$ cat src/rtl/multicycle_ctrl.sv
// multicycle_ctrl: multicycle control FSM for an RV32I subset datapath
// (R-type, I-type ALU, LW, SW, BEQ). Every instruction walks
// IF -> ID -> EX -> MEM -> WB and retires in exactly five cycles.
// The instruction is decoded once, on the edge leaving ID, into an op
// class and an ALU control code. All strobes are decoded combinationally
// from the current state and that registered op.
//
// Optional feature macro: CTRL_ILLEGAL_TRAP_EN
//   defined   - an ILLEGAL instruction in ID enters HALT. HALT holds until
//               rst and raises `halted`.
//   undefined - ILLEGAL retires as a NOP and `halted` is tied to 0.
module multicycle_ctrl #(
    parameter int ST_W = 3
) (
    input  logic            clk,
    input  logic            rst,
    input  logic [31:0]     instr,
    input  logic            Zero,
    output logic            PCSrc,
    output logic            ALUSrc,
    output logic            RegWrite,
    output logic            MemToReg,
    output logic            MemWrite,
    output logic [3:0]      ALUCtrl,
    output logic            loadPC,
    output logic            instr_done,
    output logic            halted,
    output logic [ST_W-1:0] state
);

    typedef enum logic [2:0] {
        S_IF   = 3'd0,
        S_ID   = 3'd1,
        S_EX   = 3'd2,
        S_MEM  = 3'd3,
        S_WB   = 3'd4,
        S_HALT = 3'd5
    } state_t;

    typedef enum logic [2:0] {
        OP_RTYPE   = 3'd0,
        OP_ITYPE   = 3'd1,
        OP_LW      = 3'd2,
        OP_SW      = 3'd3,
        OP_BEQ     = 3'd4,
        OP_ILLEGAL = 3'd5
    } op_t;

    localparam logic [3:0] ALU_AND = 4'b0000;
    localparam logic [3:0] ALU_OR  = 4'b0001;
    localparam logic [3:0] ALU_ADD = 4'b0010;
    localparam logic [3:0] ALU_SUB = 4'b0110;
    localparam logic [3:0] ALU_SLT = 4'b0111;
    localparam logic [3:0] ALU_XOR = 4'b1100;
    localparam logic [3:0] ALU_SRL = 4'b1101;
    localparam logic [3:0] ALU_SLL = 4'b1110;
    localparam logic [3:0] ALU_SRA = 4'b1111;

    localparam logic [6:0] OPC_R   = 7'b0110011;
    localparam logic [6:0] OPC_I   = 7'b0010011;
    localparam logic [6:0] OPC_LW  = 7'b0000011;
    localparam logic [6:0] OPC_SW  = 7'b0100011;
    localparam logic [6:0] OPC_BEQ = 7'b1100011;

    localparam logic [6:0] F7_BASE = 7'b0000000;
    localparam logic [6:0] F7_ALT  = 7'b0100000;

    state_t     state_q, state_d;
    op_t        op_q, op_dec;
    logic [3:0] alu_ctrl_q, alu_dec;

    logic [6:0] opcode;
    logic [2:0] funct3;
    logic [6:0] funct7;
    // Register and immediate fields are the datapath's business, not ours.
    logic       unused_instr_bits;

    assign opcode = instr[6:0];
    assign funct3 = instr[14:12];
    assign funct7 = instr[31:25];
    assign unused_instr_bits = ^{instr[24:15], instr[11:7]};

    // Instruction decode into op class and ALU code; anything unrecognised is ILLEGAL.
    always_comb begin
        op_dec  = OP_ILLEGAL;
        alu_dec = ALU_AND;
        unique case (opcode)
            OPC_R: begin
                unique case (funct3)
                    3'b000: begin
                        if (funct7 == F7_BASE) begin
                            op_dec = OP_RTYPE; alu_dec = ALU_ADD;
                        end else if (funct7 == F7_ALT) begin
                            op_dec = OP_RTYPE; alu_dec = ALU_SUB;
                        end
                    end
                    3'b111: if (funct7 == F7_BASE) begin op_dec = OP_RTYPE; alu_dec = ALU_AND; end
                    3'b110: if (funct7 == F7_BASE) begin op_dec = OP_RTYPE; alu_dec = ALU_OR;  end
                    3'b100: if (funct7 == F7_BASE) begin op_dec = OP_RTYPE; alu_dec = ALU_XOR; end
                    3'b010: if (funct7 == F7_BASE) begin op_dec = OP_RTYPE; alu_dec = ALU_SLT; end
                    3'b001: if (funct7 == F7_BASE) begin op_dec = OP_RTYPE; alu_dec = ALU_SLL; end
                    3'b101: begin
                        if (funct7 == F7_BASE) begin
                            op_dec = OP_RTYPE; alu_dec = ALU_SRL;
                        end else if (funct7 == F7_ALT) begin
                            op_dec = OP_RTYPE; alu_dec = ALU_SRA;
                        end
                    end
                    default: ;
                endcase
            end
            OPC_I: begin
                unique case (funct3)
                    3'b000: begin op_dec = OP_ITYPE; alu_dec = ALU_ADD; end
                    3'b111: begin op_dec = OP_ITYPE; alu_dec = ALU_AND; end
                    3'b110: begin op_dec = OP_ITYPE; alu_dec = ALU_OR;  end
                    3'b100: begin op_dec = OP_ITYPE; alu_dec = ALU_XOR; end
                    3'b010: begin op_dec = OP_ITYPE; alu_dec = ALU_SLT; end
                    3'b001: if (funct7 == F7_BASE) begin op_dec = OP_ITYPE; alu_dec = ALU_SLL; end
                    3'b101: begin
                        if (funct7 == F7_BASE) begin
                            op_dec = OP_ITYPE; alu_dec = ALU_SRL;
                        end else if (funct7 == F7_ALT) begin
                            op_dec = OP_ITYPE; alu_dec = ALU_SRA;
                        end
                    end
                    default: ;
                endcase
            end
            OPC_LW:  if (funct3 == 3'b010) begin op_dec = OP_LW;  alu_dec = ALU_ADD; end
            OPC_SW:  if (funct3 == 3'b010) begin op_dec = OP_SW;  alu_dec = ALU_ADD; end
            OPC_BEQ: if (funct3 == 3'b000) begin op_dec = OP_BEQ; alu_dec = ALU_SUB; end
            default: ;
        endcase
    end

    // State, op class and ALU code registers; decode is captured only when leaving ID.
    always_ff @(posedge clk) begin
        if (rst) begin
            state_q    <= S_IF;
            op_q       <= OP_ILLEGAL;
            alu_ctrl_q <= ALU_AND;
        end else begin
            state_q <= state_d;
            if (state_q == S_ID) begin
                op_q       <= op_dec;
                alu_ctrl_q <= alu_dec;
            end
        end
    end

    // Next-state logic: fixed five-step walk, optional trap into HALT.
    always_comb begin
        state_d = S_IF;
        unique case (state_q)
            S_IF:  state_d = S_ID;
`ifdef CTRL_ILLEGAL_TRAP_EN
            S_ID:  state_d = (op_dec == OP_ILLEGAL) ? S_HALT : S_EX;
`else
            S_ID:  state_d = S_EX;
`endif
            S_EX:  state_d = S_MEM;
            S_MEM: state_d = S_WB;
            S_WB:  state_d = S_IF;
`ifdef CTRL_ILLEGAL_TRAP_EN
            S_HALT: state_d = S_HALT;
`else
            S_HALT: state_d = S_IF;
`endif
            default: state_d = S_IF;
        endcase
    end

    // Datapath strobes from state and registered op; IF, ID and HALT drive nothing.
    always_comb begin
        PCSrc      = 1'b0;
        ALUSrc     = 1'b0;
        RegWrite   = 1'b0;
        MemToReg   = 1'b0;
        MemWrite   = 1'b0;
        ALUCtrl    = ALU_AND;
        loadPC     = 1'b0;
        instr_done = 1'b0;
        unique case (state_q)
            S_EX: begin
                ALUSrc  = (op_q == OP_ITYPE) || (op_q == OP_LW) || (op_q == OP_SW);
                ALUCtrl = alu_ctrl_q;
            end
            S_MEM: begin
                ALUSrc   = (op_q == OP_ITYPE) || (op_q == OP_LW) || (op_q == OP_SW);
                ALUCtrl  = alu_ctrl_q;
                MemWrite = (op_q == OP_SW);
                MemToReg = (op_q == OP_LW);
            end
            S_WB: begin
                ALUSrc     = (op_q == OP_ITYPE) || (op_q == OP_LW) || (op_q == OP_SW);
                ALUCtrl    = alu_ctrl_q;
                MemToReg   = (op_q == OP_LW);
                RegWrite   = (op_q == OP_RTYPE) || (op_q == OP_ITYPE) || (op_q == OP_LW);
                loadPC     = 1'b1;
                PCSrc      = (op_q == OP_BEQ) && Zero;
                instr_done = 1'b1;
            end
            default: ;
        endcase
    end

`ifdef CTRL_ILLEGAL_TRAP_EN
    assign halted = (state_q == S_HALT);
`else
    assign halted = 1'b0;
`endif

    assign state = ST_W'(state_q);

endmodule

$ cat config.mk
export PLATFORM = sky130hd
export DESIGN_NAME = multicycle_ctrl
export DESIGN_NICKNAME = d
export VERILOG_FILES = /design/src/rtl/multicycle_ctrl.sv
export SDC_FILE = /design/constraint.sdc
export NUM_CORES = 1
export LEC_CHECK = 0
export ABC_AREA = 1
export CAP_MARGIN = 20
export CORE_ASPECT_RATIO = 1.1
export CORE_MARGIN = 2
export CORE_UTILIZATION = 42
export DETAILED_ROUTE_END_ITERATION = 10
export GPL_ROUTABILITY_DRIVEN = 0
export PLACE_DENSITY = 0.94
export SYNTH_ARGS = -nofsm -noshare
export SYNTH_HDL_FRONTEND = slang
export SYNTH_SLANG_ARGS = --single-unit
$ cat constraint.sdc
create_clock -name clk -period 3.1 [get_ports clk]
set_clock_uncertainty 0.2 [all_clocks]
set_input_delay 0.31 -clock clk [delete_from_list [all_inputs] [get_ports clk]]
set_output_delay 0.31 -clock clk [all_outputs]
set_load 0.005 [all_outputs]
* After elaboration in Yosys (flattened, before gate mapping)
Cells that the tools add are included.
** Operators by class
- Equality and inequality tests :: 20
- Multiplexer cells :: 33
- Reduce and logical (&&, ||, !) cells :: 15
** Operator list (number)
- 4-bit one-hot mux with 6 select lines :: 2
- 3-bit 2-to-1 mux :: 12
- 7-bit by 6-bit == test with 1-bit output (second input constant) :: 3
- 4-bit 2-to-1 mux :: 5
- 3-bit == test (second input constant) :: 6
- 4-bit one-hot mux with 4 select lines :: 1
- 3-bit by 2-bit == test with 1-bit output (second input constant) :: 5
- 3-bit one-hot mux with 5 select lines :: 1
- 3-bit one-hot mux with 4 select lines :: 1
- 5-bit OR reduction :: 2
- 3-bit by 1-bit == test with 1-bit output (second input constant) :: 3
- 3-bit logical NOT :: 3
- 3-bit one-hot mux with 3 select lines :: 1
- 1-bit 2-to-1 mux :: 8
- 7-bit by 2-bit == test with 1-bit output (second input constant) :: 1
- 7-bit by 5-bit == test with 1-bit output (second input constant) :: 1
- 7-bit == test (second input constant) :: 1
- 7-bit logical NOT :: 1
- 3-bit one-hot mux with 2 select lines :: 1
- 2-bit OR reduction :: 3
- 1-bit logical OR :: 4
- 3-bit OR reduction :: 1
- 2-bit 2-to-1 mux :: 1
- 1-bit logical AND :: 1
** Storage, ports and cells
- Register bits :: 10
- Bits of input ports :: 35
- Output and inout port bits :: 15
- Logic and storage cells :: 71

* Longest topological paths before layout
Gate-level depths: netlist of run 1.
- Depth after elaboration :: 5
- Mapped depth :: 11
- Gate-level depth less buffers :: 11

* Least setup slack after synthesis of run 1
Ideal clock, no wire load.
- Path kind :: register -> output
- From :: register state_q[2], in the netlist state[2]
- To :: output port MemToReg
- Arrival :: 1.174 ns
- Data required time :: 2.590 ns
- Slack :: 1.416 ns
- Cell stages (with the launch flop) :: 5
- Buffers on the path :: 0
- Cell sequence :: dfxtp_1 inv_2 nor3_1 inv_1 a2111oi_2
** Between the ends
- Word-level cells in the longest chain between the ends :: 3
- Elaborated cells on any way between the ends :: 4
** Ends and longest elaborated chain
- from (decl) :: line 68 : state_t state_q, state_d;
- from (signal assigned) :: line 144 : state_q <= state_d;
- 3-bit == test / 3-bit by 2-bit == test with 1-bit output (equally long branches) :: line 184 : unique case (state_q)
- 2-bit OR reduction (no line) *
- 1-bit 2-to-1 mux *
- to (decl) :: line 22 : output logic MemToReg,
Every way passes the cells marked *; elsewhere a longest branch is shown, timed or not.

* Final worst setup path of run 1
Ends and elaborated chain as after synthesis.

==> results.yml, run 1 <==
outcome:
  outcome: "finished clean"
critical_path:
  endpoint_kind: "output pin"
  crit_required_ps: 2590
  cp.arrival_ps: 2030
  crit_slowest_cell: "clkdlybuf4s50_1"
  crit_cells: 5
  critPathLaunchType: "flop"
  path_buf_inv: 3
  crit_path_cell_trace: "inv_2 -> nor3_1 -> inv_1 -> a2111oi_2 -> clkdlybuf4s50_1"
  critPathKind: "flop to output pin"
  max_stage_delay_ps: 550
  rr_worst_depth: 11
  crit_family: "buffers and inverters"
  path_max_fanout: 4
sta:
  layout_min_cycle_time_ps: 2540
  grt_setup_unrepaired: "false"
  period_share_pct: 82.0
  setup_violations: 0
  fin_ws_ps: 559
  drv_slew: 0
  setup_tns_ps: 0
  finalHoldViolations: 0
  fmax_ghz: 0.394
cells_and_area:
  fillCellCount: 205
  final_area_sq_mm: 0.00131
  finalNetCount: 231
  multiInputGateArea_sq_um: 608
  regArea_sq_um: 200
  area_growth_pct: 41.2
  antennaDiodeCount: 0
  drive_above_1_share_pct: 12.3
route:
  drc: 0
  drt_iter0_markers: 29
  detail_route.vias_per_cell: 4.98
  vias: 1111
  first_pass_iters: 6
  wl_per_cell_microns: 9.68
  wirelength_microns: 2160
  ant_nets: 0
place:
  placed_cell_area_sq_mm: 0.00128
  dp_hpwl_microns: 1850
  numPortBuffers: 33
  pre_cts_ws_ps: 857
floorplan:
  initial_utilization_pct: 45.5
  dieArea_sq_mm: 0.00261
  ios: 50
  fp.coreArea_sq_mm: 0.00204
  chipWidth_microns: 48.9
  die_h_microns: 53.3
  rows: 17
clock_network:
  cts_sinks: 10
  cts_root_buffer: "clkbuf_4"
  cts_hold_buf: 0
  clkLatencyLatePin_ps: 270
  postCtsResizedCells: 0
  cts_buffers: 3
  cts_buffer_depth: 2
  cts_setup_buffers: 0
  h-tree-depth: 1
  clk_pin_slew_worst_paths_ps: 70
  cts_tree: "yes"
synthesis:
  synth_edf_count: 0
  syn_area_per_cell_sq_um: 5.77
  yosysSeqAreaShare_pct: 21.5
  syn_inst: 161
  synth_fp_nets: 196
  ys_warn_count: 0
  ys_async_sr_fraction_pct: 0
  syn_area_sq_um: 930
  ys_ff_latch: 10
  synth-main-ff-cell: "dfxtp_1"
  ys_types: 27
grt:
  grt_overflow: 0
  grt_max_degree: 10
  antenna_found_initial: 0
  first_global_vias: 973
  grt_first_pass_wirelength_microns: 3840
  track_usage_pct: 19.0
power_and_ir_drop:
  power.density_mw_per_mm2: 258
  vdd_drop_max_mv: 0.136
  p_leak_nw: 0.573
hold_path:
  hold_path_class: "flop to flop"
  whs_path_depth: 2
flow_run:
  maxCapViolations: 0
[stage by stage]
stage,cells,hold WS (ps),util (%),power (W)
floorplan,161,245,-,0.000178
global placement,219,256,62.5,0.000218
detailed placement,219,258,62.5,0.000220
CTS,223,269,64.3,0.000342
global route,223,289,64.3,0.000356
finish,223,268,64.3,0.000338
[per-layer routing]
layer	GRT usage (%)	vias to the layer above	routed length, microns	part of all wire [%]
met1	18.1	476	818	38
met3	2.26	5	138	6.4
met4	10.5	0	39	1.8
met5	0	-	0	0
met2	39.7	49	1160	54
li1	-	581	-	-
[power by group]
| part | total [W] | switching, W | internal (W) |
|---|---|---|---|
| Clock | 0.000121 | 0.0000493 | 0.0000715 |
| Sequential | 0.000135 | 0.00000385 | 0.000131 |
| Combinational | 0.0000824 | 0.0000431 | 0.0000393 |
| Total | 0.000338 | 0.0000963 | 0.000242 |
[cell type report]
| class | count | area share, % |
|---|---|---|
| multi-input cells | 122 | 46.3 |
| repair buffers | 33 | 25.2 |
| flip-flops and latches | 10 | 15.3 |
| inverters | 26 | 7.82 |
| clock buffers | 4 | 2.76 |
| well taps | 28 | 2.67 |
[synthesized netlist by cell type (all sizes together) (2+ instances only)]
library cell | n | area (sq um)
dfxtp | 10 | 200
a21oi | 11 | 62.6
nor2 | 24 | 110
o21ai | 5 | 25.0
inv | 26 | 103
buf | 2 | 15.0
nor3 | 7 | 51.3
nand3 | 16 | 92.6
nand2 | 50 | 198
o211ai | 3 | 22.5
[state kept, by name, indices dropped and copies added (netlist names)]
| name | flops |
|---|---|
| alu_ctrl_q | 4 |
| state | 3 |
| op_q | 3 |
[cell usage in the layout, fill, tap and decap left out, types with 2 or more instances in the layout]
cell / Yosys / final
nor2_2: 5 / 5
a21oi_2: 2 / 2
nand3_1: 15 / 15
clkdlybuf4s50_1: 0 / 33
a21oi_1: 9 / 9
dfxtp_1: 10 / 10
inv_2: 4 / 4
o211ai_1: 3 / 3
inv_1: 21 / 21
nor3_1: 5 / 5
nand2_1: 48 / 48
nor2_1: 18 / 18
clkbuf_4: 0 / 3
o21ai_1: 5 / 5
[final timing paths]
| kind | start | end | slack [ps] |
|---|---|---|---|
| worst min register to register | alu_ctrl_q[3] | alu_ctrl_q[3] | 270 |
| worst max-delay path | state[2] | MemToReg | 560 |
| worst max register to register | state[0] | op_q[0] | 1470 |
| worst min-delay path | alu_ctrl_q[3] | alu_ctrl_q[3] | 270 |
[kinds of logic (layout without fill, tap and decap cells)]
family	after synthesis	in the layout	synth area share [%]
simple gates	100	100	50.7
compound gates	21	21	14.3
buf+inv	29	63	13.1
other cells	1	1	0.403
flops	10	10	21.5
[worst min-delay path, delay by kind of cell, from the launching register on]
family             cells  cell delay [ps]
and+or+nand+nor        1               60
DFF                    1              310
AOI/OAI and AO/OA      1               50
Note: power is estimated with default switching activity, not from simulation.
==> run 2, diff against run 1 <==
--- a/config.mk
+++ b/config.mk
@@ -9,10 +9,10 @@
 export CAP_MARGIN = 20
 export CORE_ASPECT_RATIO = 1.1
 export CORE_MARGIN = 2
-export CORE_UTILIZATION = 42
+export CORE_UTILIZATION = 39
 export DETAILED_ROUTE_END_ITERATION = 10
 export GPL_ROUTABILITY_DRIVEN = 0
-export PLACE_DENSITY = 0.94
+export PLACE_DENSITY = 0.89
 export SYNTH_ARGS = -nofsm -noshare
 export SYNTH_HDL_FRONTEND = slang
 export SYNTH_SLANG_ARGS = --single-unit
==> constraint.sdc (replaced) <==
create_clock -name clk -period 2.6 [get_ports clk]
set_clock_uncertainty 0.2 [all_clocks]
set_input_delay 0.26 -clock clk [delete_from_list [all_inputs] [get_ports clk]]
set_output_delay 0.26 -clock clk [all_outputs]
set_load 0.005 [all_outputs]
==> run 2 against run 1 <==
  * Register-to-register slack got worse by 460 ps
  * Sequential cell count unchanged
  * Global-route usage down 3.2 points
  * Via count down 4.3%
  * Clock power grew 17%
  * Hold slack gained 2.3 ps
  * Count of clock-buffer cells in the layout unchanged
  * Combinational power is 18% higher
==> results.yml, run 2 (synthesis results as in run 1) <==
outcome:
  outcome: "finished clean"
clock_network:
  cts_setup_buffers: 0
  cts_buffers: 3
  clkLatencyLatePin_ps: 270
  clk_pin_slew_worst_paths_ps: 70
  cts_root_buffer: "clkbuf_4"
  cts_sinks: 10
  cts_tree: "yes"
  cts_hold_buf: 0
  cts_buffer_depth: 2
  postCtsResizedCells: 0
  h-tree-depth: 1
route:
  wl_met2_microns: 1020
  detail_route.vias_per_cell: 4.72
  wirelength_microns: 2030
  drc: 0
  wl_per_cell_microns: 9.04
  highest_layer: "met4"
  ant_nets: 0
  wl_met1_microns: 887
  vias: 1063
  drt_iter0_markers: 11
  first_pass_iters: 4
  wl_met3_microns: 85
critical_path:
  rr_worst_depth: 11
  endpoint_kind: "output pin"
  ff2ff_setup_slack_ps: 1010
  timing.rr.end: "op_q[0]"
  critPathLaunchType: "flop"
  cp.arrival_ps: 1910
  critPathKind: "flop to output pin"
  crit_required_ps: 2140
  r2r_start: "state[0]"
  path_max_fanout: 4
sta:
  period_share_pct: 91.2
  layout_min_cycle_time_ps: 2370
  grt_setup_unrepaired: "false"
  fmax_ghz: 0.422
  setup_tns_ps: 0
  finalHoldViolations: 0
  setup_violations: 0
  drv_slew: 0
cells_and_area:
  regMostFlops: "alu_ctrl_q"
  mostFrequentLayoutCells: "nand2_1, clkdlybuf4s50_1, inv_1"
  finalNetCount: 231
  drive_above_1_share_pct: 12.8
  largest_reg_flops: 4
  final_common_cell: "nand2_1"
  antennaDiodeCount: 0
  area_growth_pct: 42.0
grt:
  grt_first_pass_wirelength_microns: 3580
  first_global_vias: 937
  antenna_found_initial: 0
  grt_max_degree: 10
  grt_overflow: 0
  track_usage_pct: 15.8
floorplan:
  dieArea_sq_mm: 0.00279
  fp.coreArea_sq_mm: 0.00225
  die_h_microns: 55.2
  initial_utilization_pct: 41.3
  ios: 50
  chipWidth_microns: 50.6
  rows: 18
hold_path:
  whs_endpoint: "alu_ctrl_q[3]"
  whs_path_depth: 2
  hold_path_class: "flop to flop"
  hold_start: "alu_ctrl_q[3]"
power_and_ir_drop:
  vdd_drop_max_mv: 0.145
  total_power_w: 0.000400
  p_leak_nw: 0.576
  power.density_mw_per_mm2: 303
place:
  dp_hpwl_microns: 1700
  numPortBuffers: 33
flow_run:
  maxCapViolations: 0
-- run 2: metrics by stage --
step	instances	hold slack [ps]	cell area (sq um)	utilization (%)	setup slack, ps
6_report	225	270	1320	58.6	229
5_1_grt	225	298	1320	58.6	61.5
4_1_cts	225	272	1320	58.4	120
3_5_place_dp	221	261	1280	56.8	423
3_3_place_gp	221	258	1280	56.8	485
2_1_floorplan	161	245	930	-	966
-- run 2: routing by layer --
| layer | track usage [%] | vias to the layer above |
|---|---|---|
| met5 | 0 | - |
| met4 | 7.72 | 0 |
| met3 | 1.89 | 5 |
| met2 | 28.9 | 24 |
| met1 | 17.6 | 453 |
| li1 | - | 581 |
-- run 2: where the power goes --
part	internal (W)	switching, W	leakage (nW)	total, W
Combinational	0.0000469	0.0000499	0.474	0.0000969
Clock	0.0000852	0.0000563	0.0210	0.000141
Sequential	0.000156	0.00000477	0.0812	0.000161
Total	0.000289	0.000111	0.576	0.000400
-- run 2: area by class of cell --
| class | instances | area, sq um |
|---|---|---|
| Timing Repair Buffer | 33 | 330 |
| Sequential cell | 10 | 200 |
| Inverter | 26 | 103 |
| Clock buffer | 4 | 36.3 |
| Fill cell | 236 | 932 |
| Tap cell | 30 | 37.5 |
| Multi-Input combinational cell | 122 | 613 |
-- run 2: worst max-delay path by stage --
| stage | cells past startpoint | endpoint | slack [ps] | startpoint |
|---|---|---|---|---|
| floorplan | 4 | MemToReg | 970 | state[2] |
| global placement | 5 | MemToReg | 490 | state[2] |
| detailed placement | 5 | MemToReg | 420 | state[2] |
| CTS | 5 | MemToReg | 120 | state[2] |
| global route | 5 | MemToReg | 60 | state[2] |
| finish | 5 | MemToReg | 230 | state[2] |
-- run 2: critical path, stage by stage (launching register included) --
cell,delay [ps]
dfxtp_1,360
inv_2,80
nor3_2,180
inv_1,130
a2111oi_2,330
clkdlybuf4s50_1,560
==> run 3, diff against run 2 <==
--- a/config.mk
+++ b/config.mk
@@ -12,6 +12,7 @@
 export CORE_UTILIZATION = 39
 export DETAILED_ROUTE_END_ITERATION = 10
 export GPL_ROUTABILITY_DRIVEN = 0
+export HOLD_SLACK_MARGIN = 0.1
 export PLACE_DENSITY = 0.89
 export SYNTH_ARGS = -nofsm -noshare
 export SYNTH_HDL_FRONTEND = slang
==> results of run 3 <==
The final DEF is identical to that of run 2; final timing and power are the same.
